`config.mk`:
```
export PLATFORM = sky130hd
export DESIGN_NAME = alu_result_buffer
export DESIGN_NICKNAME = d
export VERILOG_FILES = /design/src/rtl/alu_result_buffer_pkg.sv /design/src/rtl/alu_result_fifo_mem.sv /design/src/rtl/alu_result_buffer.sv
export SDC_FILE = /design/constraint.sdc
export NUM_CORES = 1
export LEC_CHECK = 0
export CAP_MARGIN = 40
export CORE_MARGIN = 2
export CORE_UTILIZATION = 50
export CTS_BUF_LIST = sky130_fd_sc_hd__clkbuf_4
export CTS_CLUSTER_DIAMETER = 80
export DETAILED_ROUTE_END_ITERATION = 8
export GPL_TIMING_DRIVEN = 0
export PLACE_DENSITY = 0.79
export SLEW_MARGIN = 10
export SYNTH_ARGS = -nofsm -noshare
export SYNTH_HDL_FRONTEND = slang
export SYNTH_HIERARCHICAL = 1
export SYNTH_SLANG_ARGS = --single-unit
```
`constraint.sdc`:
```
create_clock -name clk -period 7.9 [get_ports clk]
set_clock_uncertainty 0.1 [all_clocks]
set_input_delay 1.185 -clock clk [delete_from_list [all_inputs] [get_ports clk]]
set_output_delay 1.185 -clock clk [all_outputs]
set_load 0.005 [all_outputs]
```
`src/rtl/alu_result_buffer_pkg.sv`:
```
// Shared definitions for the ALU result buffer: flag bit positions and field widths.
// Flags are packed {carry, zero, negative, overflow, underflow}.
package alu_result_buffer_pkg;

  localparam int FLAG_W = 5;
  localparam int SEL_W  = 4;

  localparam int FLAG_CARRY     = 4;
  localparam int FLAG_ZERO      = 3;
  localparam int FLAG_NEGATIVE  = 2;
  localparam int FLAG_OVERFLOW  = 1;
  localparam int FLAG_UNDERFLOW = 0;

  localparam logic [7:0] EXC_MAX = 8'hFF;

  // An entry counts as an exception when either overflow or underflow is set.
  function automatic logic is_exception(input logic [FLAG_W-1:0] flags);
    return flags[FLAG_OVERFLOW] | flags[FLAG_UNDERFLOW];
  endfunction

endpackage

```
`src/rtl/alu_result_fifo_mem.sv`:
```
// DEPTH x WIDTH storage with one synchronous write port and one asynchronous read port.
module alu_result_fifo_mem #(
  parameter int WIDTH = 41,
  parameter int DEPTH = 4,
  parameter int AW    = 2
) (
  input  logic             clk,
  input  logic             i_we,
  input  logic [AW-1:0]    i_waddr,
  input  logic [WIDTH-1:0] i_wdata,
  input  logic [AW-1:0]    i_raddr,
  output logic [WIDTH-1:0] o_rdata
);

  logic [WIDTH-1:0] r_mem [DEPTH];

  // NOTE: storage has no reset; validity is tracked by the occupancy counter,
  // so stale contents are never observed while the buffer reports empty.
  always_ff @(posedge clk) begin
    if (i_we) r_mem[i_waddr] <= i_wdata;
  end

  assign o_rdata = r_mem[i_raddr];

endmodule

```
`src/rtl/alu_result_buffer.sv`:
```
// In-order FIFO of ALU results {result, sel, flags} with sticky flag accumulation
// and a saturating count of overflow/underflow results.
module alu_result_buffer
  import alu_result_buffer_pkg::*;
#(
  parameter int DATA_W = 32,
  parameter int DEPTH  = 4
) (
  input  logic                     clk,
  input  logic                     rst,
  input  logic                     in_valid,
  output logic                     in_ready,
  input  logic [DATA_W-1:0]        in_result,
  input  logic [SEL_W-1:0]         in_sel,
  input  logic [FLAG_W-1:0]        in_flags,
  output logic                     out_valid,
  input  logic                     out_ready,
  output logic [DATA_W-1:0]        out_result,
  output logic [SEL_W-1:0]         out_sel,
  output logic [FLAG_W-1:0]        out_flags,
  output logic [$clog2(DEPTH):0]   count,
  output logic [FLAG_W-1:0]        sticky_flags,
  input  logic                     sticky_clr,
  output logic [7:0]               exc_count
);

  localparam int AW      = $clog2(DEPTH);
  localparam int CNT_W   = AW + 1;
  localparam int ENTRY_W = DATA_W + SEL_W + FLAG_W;
  localparam logic [CNT_W-1:0] FULL_CNT = CNT_W'(DEPTH);

  logic [AW-1:0]      r_wr_ptr;
  logic [AW-1:0]      r_rd_ptr;
  logic [CNT_W-1:0]   r_count;
  logic [FLAG_W-1:0]  r_sticky;
  logic [7:0]         r_exc;

  logic               w_push;
  logic               w_pop;
  logic [CNT_W-1:0]   w_count_nxt;
  logic [FLAG_W-1:0]  w_sticky_nxt;
  logic [7:0]         w_exc_base;
  logic [7:0]         w_exc_nxt;
  logic [ENTRY_W-1:0] w_wr_entry;
  logic [ENTRY_W-1:0] w_rd_entry;

  // Handshakes depend only on registered occupancy, never on the partner's signal.
  assign in_ready  = (r_count < FULL_CNT);
  assign out_valid = (r_count != '0);
  assign w_push    = in_valid & in_ready;
  assign w_pop     = out_valid & out_ready;

  // NOTE: every always_comb output gets a default first so no latch is inferred.
  always_comb begin
    w_count_nxt = r_count;
    unique case ({w_push, w_pop})
      2'b10:   w_count_nxt = r_count + CNT_W'(1);
      2'b01:   w_count_nxt = r_count - CNT_W'(1);
      default: w_count_nxt = r_count;
    endcase
  end

  // A clear and a same-cycle push leave only the newly pushed contribution.
  always_comb begin
    w_sticky_nxt = (sticky_clr ? '0 : r_sticky) | (w_push ? in_flags : '0);
    w_exc_base   = sticky_clr ? 8'd0 : r_exc;
    w_exc_nxt    = w_exc_base;
    if (w_push && is_exception(in_flags) && (w_exc_base != EXC_MAX))
      w_exc_nxt = w_exc_base + 8'd1;
  end

  // NOTE: sequential state uses non-blocking assignments so every register
  // samples pre-edge values regardless of statement order.
  always_ff @(posedge clk) begin
    if (rst) begin
      r_wr_ptr <= '0;
      r_rd_ptr <= '0;
      r_count  <= '0;
      r_sticky <= '0;
      r_exc    <= '0;
    end else begin
      if (w_push) r_wr_ptr <= r_wr_ptr + AW'(1);
      if (w_pop)  r_rd_ptr <= r_rd_ptr + AW'(1);
      r_count  <= w_count_nxt;
      r_sticky <= w_sticky_nxt;
      r_exc    <= w_exc_nxt;
    end
  end

  assign w_wr_entry = {in_result, in_sel, in_flags};

  alu_result_fifo_mem #(
    .WIDTH (ENTRY_W),
    .DEPTH (DEPTH),
    .AW    (AW)
  ) u_mem (
    .clk     (clk),
    .i_we    (w_push & ~rst),
    .i_waddr (r_wr_ptr),
    .i_wdata (w_wr_entry),
    .i_raddr (r_rd_ptr),
    .o_rdata (w_rd_entry)
  );

  assign {out_result, out_sel, out_flags} = w_rd_entry;
  assign count        = r_count;
  assign sticky_flags = r_sticky;
  assign exc_count    = r_exc;

endmodule

```
Word-level counts from Yosys, hierarchy flattened
Memory sizes are Yosys's and may differ from the RTL's. A register that Yosys moved wholly into a read port is not among the register bits. Index checks and enable logic that the tools add are counted.

Register bits after elaboration: 20. Memories: 1. Output and inout bits: 59. Word-level logic and storage cells: 34. Memory bits (writable): 164.

$add $sub $neg: 5. Reductions and logical operators: 4. Bitwise gates (word level): 6. Eq/ne operators: 3. Muxes and demuxes: 9. $lt $le $gt $ge: 1.

Memory list: u_mem.r_mem (words 4, bits a word 41, rd ports 1, clocked after memory_dff 1, wr ports 1, line alu_result_fifo_mem.sv:15) `logic [WIDTH-1:0] r_mem [DEPTH];`.

Operators with widths (number): $mux W8 (2); $mux W5 (2); $add A8 B1 Y8 const B (1); $ne A8 B8 Y1 const B (1); $pmux W3 S2 (1); $or A5 B5 Y5 (1); $add A2 B1 Y2 const B (2); $mux W2 (2); $add A3 B1 Y3 const B (1); $and A1 B1 Y1 (3); $lt A3 B3 Y1 const B (1); $reduce_bool A3 Y1 (1); $sub A3 B1 Y3 const B (1); $eq A2 B1 Y1 const B (1); $eq A2 B2 Y1 const B (1); $logic_and A1 B1 Y1 (2); $mux W1 (2); $reduce_bool A2 Y1 (1); $not A1 Y1 (1); $or A1 B1 Y1 (1).

Logic depth before layout (Yosys ltp)
Word-level depth: 5. Gate-level depth with buffers: 9.

By module
The synthesis kept the hierarchy.

Modules (own cells, without submodules): alu_result_fifo_mem (times used 1, area an instance 5998.3 µm², cells an instance 219); alu_result_buffer (times used 1, area an instance 1009.7 µm², cells an instance 110).

Worst setup path after synthesis
Ideal clock, no wire load.

Kind: input to register. Start: in rst. End: mem u_mem.r_mem[0][0], enable pin. Buffers on the path: 2. Setup slack: 2.486 ns. Data arrival time: 4.815 ns. Data required time: 7.301 ns. Setup time: 0.499 ns. Stages on the path: 4. Cell sequence: clkbuf_1 > clkbuf_1 > nor2_1 > nor3b_1.

Longest elaborated chain between the ends: 4.

RTL lines: from (decl) (line alu_result_buffer.sv:10) `input logic rst,`; $not A1 Y1 (line alu_result_buffer.sv:98) `.i_we (w_push & ~rst),`; $and A1 B1 Y1 (line alu_result_buffer.sv:98); $mux W1 (line alu_result_fifo_mem.sv:20) `if (i_we) r_mem[i_waddr] <= i_wdata;`; $mux W1 (not written as such) (line alu_result_fifo_mem.sv:20); to (decl) (line alu_result_fifo_mem.sv:15).

No other way between the ends.

==> metrics.yaml <==
global_routing:
  grt_pass1_vias: 3687
  antenna_found_initial: 0
  grt_remaining_overflow: 0
  grt_usage_pct: 17.69
  grt_max_degree: 31
  grt_pass1_wl_mm: 19.38
setup_path:
  rrSetupSlack_ns: 5.35
  cp-startpoint: "r_rd_ptr[0]"
  startpoint_type: "flip-flop"
  required_ns: 6.61
  crit_path_end: "out_sel[2]"
  cp_slowest_stage_delay_ns: 0.51
  cp_num_cells: 4
  reg2reg_from: "count[2]"
  critPathArrivalTime_ns: 2.34
  cp_max_fo: 10
  crit_buf_inv: 3
  path_cells: "buf_6 -> buf_12 -> mux4_2 -> clkdlybuf4s50_1"
  reg2reg_depth: 7
  critPathSlowestCell: "mux4_2"
  r2r-end: "u_mem/r_mem[0][27]"
  cp-end-kind: "output pin"
  crit_type: "flip-flop to output pin"
  crit_family: "buffers and inverters"
clock_tree:
  htreeDepth: 4
  cts_post_setup_buffers_inserted: 0
  cts_resized: 0
  clockBufferDepth: 2
  cts_buffers: 17
  clock_latency_ns: 0.55
  cts_tree: "done"
  clock_sinks: 184
  path_clk_slew_ns: 0.16
  postCtsHoldBufs: 0
  cts-root-buf: "clkbuf_4"
power:
  vdd_drop_max_mv: 0.1812
  p_clk_share_pct: 21.4
  power_mw: 2.317
  comb_power_share_pct: 28.7
  pwr-share-seq_pct: 49.9
  swShare_pct: 26.14
  p_int_mw: 1.711
  power.leakage_nw: 2.770
  power_density_nw_per_um2: 267.2
  p_sw_mw: 0.6057
final_layout:
  final_common_cell: "edfxtp_1"
  multiInputGateArea_um2: 1530
  nets: 508
  fin_util_pct: 62.95
  final_area_um2: 8670
  mostFrequentLayoutCells: "edfxtp_1, clkdlybuf4s50_1, mux4_2"
  seq_area_um2: 5325
  fillCellCount: 1000
  area_growth_pct: 23.71
  drive_above_1_share_pct: 21.40
timing:
  max_clock_freq_mhz: 275.5
  slew_headroom_pct: 43.48
  setup_viol: 0
  drv_slew: 0
  period_needed_ns: 3.629
  holdWs_ns: 0.4352
  period_share_pct: 45.94
  hold_violations: 0
  rsz0062_at_grt: "no"
  worst_pin_slew_ns: 0.8440
synthesis:
  netlist_area_um2: 7008
  synthesis.nets: 378
  syn-instance-count: 329
  synth_ff_type: "edfxtp_1"
  async_flop_share_pct: 0
  synth_cell_types: 43
  synth_edf_count: 164
  synth-warning-count: 6
  ys_seq_elements: 184
  synth.avg_cell_area_um2: 21.30
  seq_area_frac_synth_pct: 75.99
die:
  die_w_um: 122.4
  ios: 105
  start_util_pct: 50.88
  core_region_area_um2: 13770
  row_count: 43
  design.die.area_um2: 14980
  die_y_um: 122.4
place:
  post-dp-hpwl_mm: 8.304
  port_buffers: 104
  finalWeightedCongestion: 0.8394
  placed_area_um2: 8377
detailed_routing:
  drt.antenna.violating_nets: 0
  first_pass_iters: 4
  drc: 0
  vias: 3517
  wl_per_cell_um: 18.92
  initialDrtViolationCount: 198
  routed_wl_mm: 12.36
  viasPerCell: 5.386
status:
  status: "completed"
job:
  drv_cap: 0
worst_hold_path:
  hold_class: "flip-flop to flip-flop"
==> flip-flops by register name, summed over array words and instances, names as in the netlist <==
signal,count
count,3
r_rd_ptr,2
sticky_flags,5
r_wr_ptr,2
u_mem/r_mem,164
exc_count,8
==> worst reg2reg max path: stages, from the launching register on <==
cell	delay, ns
dfxtp_1	0.39
nor2b_2	0.13
buf_6	0.16
inv_6	0.06
nor2_1	0.15
nor3b_2	0.72
buf_4	0.34
buf_4	0.21
==> per-stage QoR <==
step / setup TNS [ns] / std cells / setup slack [ns]
after floorplan: 0 / 329 / 2.486
after global placement: -20.21 / 613 / -0.4958
after detailed placement: 0 / 620 / 3.757
after CTS: 0 / 652 / 4.197
after global routing: 0 / 652 / 4.133
final: 0 / 653 / 4.271
==> cell usage after synthesis (2+ instances only) <==
| cell | n | area (um^2) |
|---|---|---|
| and3b_1 | 3 | 26.28 |
| dfxtp_1 | 20 | 400.4 |
| buf_6 | 2 | 22.52 |
| mux4_2 | 40 | 900.9 |
| edfxtp_1 | 164 | 4925 |
| nor2b_1 | 9 | 56.30 |
| ha_1 | 2 | 25.02 |
| nor3b_1 | 3 | 22.52 |
| o21ai_0 | 3 | 15.01 |
| nand4_1 | 2 | 12.51 |
| and4_1 | 3 | 26.28 |
| xnor2_1 | 4 | 35.03 |
| a21oi_1 | 8 | 40.04 |
| nor2_1 | 16 | 60.06 |
| nand2_1 | 4 | 15.01 |
| clkbuf_1 | 3 | 11.26 |
| buf_12 | 4 | 80.08 |
| nor3_4 | 2 | 32.53 |
| buf_2 | 4 | 20.02 |
| nand3_1 | 2 | 10.01 |
| a31oi_1 | 3 | 18.77 |
| inv_1 | 4 | 15.01 |
| xor2_1 | 4 | 35.03 |
==> power by group through the flow <==
stage / Sequential, mW / Combinational [mW] / Clock, mW
5_1_grt: 1.16 / 0.717 / 0.549
3_3_place_gp: 1.18 / 0.657 / 0
4_1_cts: 1.16 / 0.680 / 0.513
3_5_place_dp: 1.18 / 0.679 / 0
2_1_floorplan: 1.18 / 0.368 / 0
6_report: 1.16 / 0.665 / 0.496
==> layout make-up <==
class	count	share of cell area, %
Antenna cell	1	0.02886
Buffer	14	1.588
Clock buffer	17	1.472
Clock inverter	15	1.876
Inverter	5	0.2742
Multi-Input combinational cell	126	17.65
Sequential cell	184	61.42
Tap cell	180	2.598
Timing Repair Buffer	111	13.09
==> routing by layer <==
| metal | wire (um) | vias to the layer above | share of wire [%] | track usage [%] |
|---|---|---|---|---|
| met2 | 6290 | 100 | 51 | 29.20 |
| li1 | - | 1610 | - | - |
| met5 | 0 | - | 0 | 0 |
| met3 | 692 | 11 | 5.6 | 4.740 |
| met1 | 5245 | 1796 | 42 | 22.77 |
| met4 | 126 | 0 | 1.0 | 6.322 |
==> logic make-up (layout without fill, tap and decap cells) <==
family                   after synthesis  after routing  share of synthesized area [%]
AO/OA/AOI/OAI                         21             21                          2.035
XOR/XNOR                               8              8                         0.9997
adder cells (fa/ha/maj)                3              3                         0.6427
buffers and inverters                 19            162                          2.303
flip-flops                           184            184                          75.99
multiplexers                          41             41                          13.23
other                                  0              1                              0
AND/OR/NAND/NOR                       53             53                          4.803
==> worst min-delay path by stage <==
stage / from / to / slack (ns) / cells after the start
CTS: exc_count[1] / exc_count[1] / 0.43 / 2
finish: exc_count[1] / exc_count[1] / 0.44 / 2
global placement: exc_count[1] / exc_count[1] / 0.39 / 2
detailed placement: exc_count[1] / exc_count[1] / 0.41 / 2
floorplan: exc_count[1] / exc_count[1] / 0.37 / 2
global route: exc_count[1] / exc_count[1] / 0.45 / 2
Note: power is estimated with default switching activity, not from simulation.
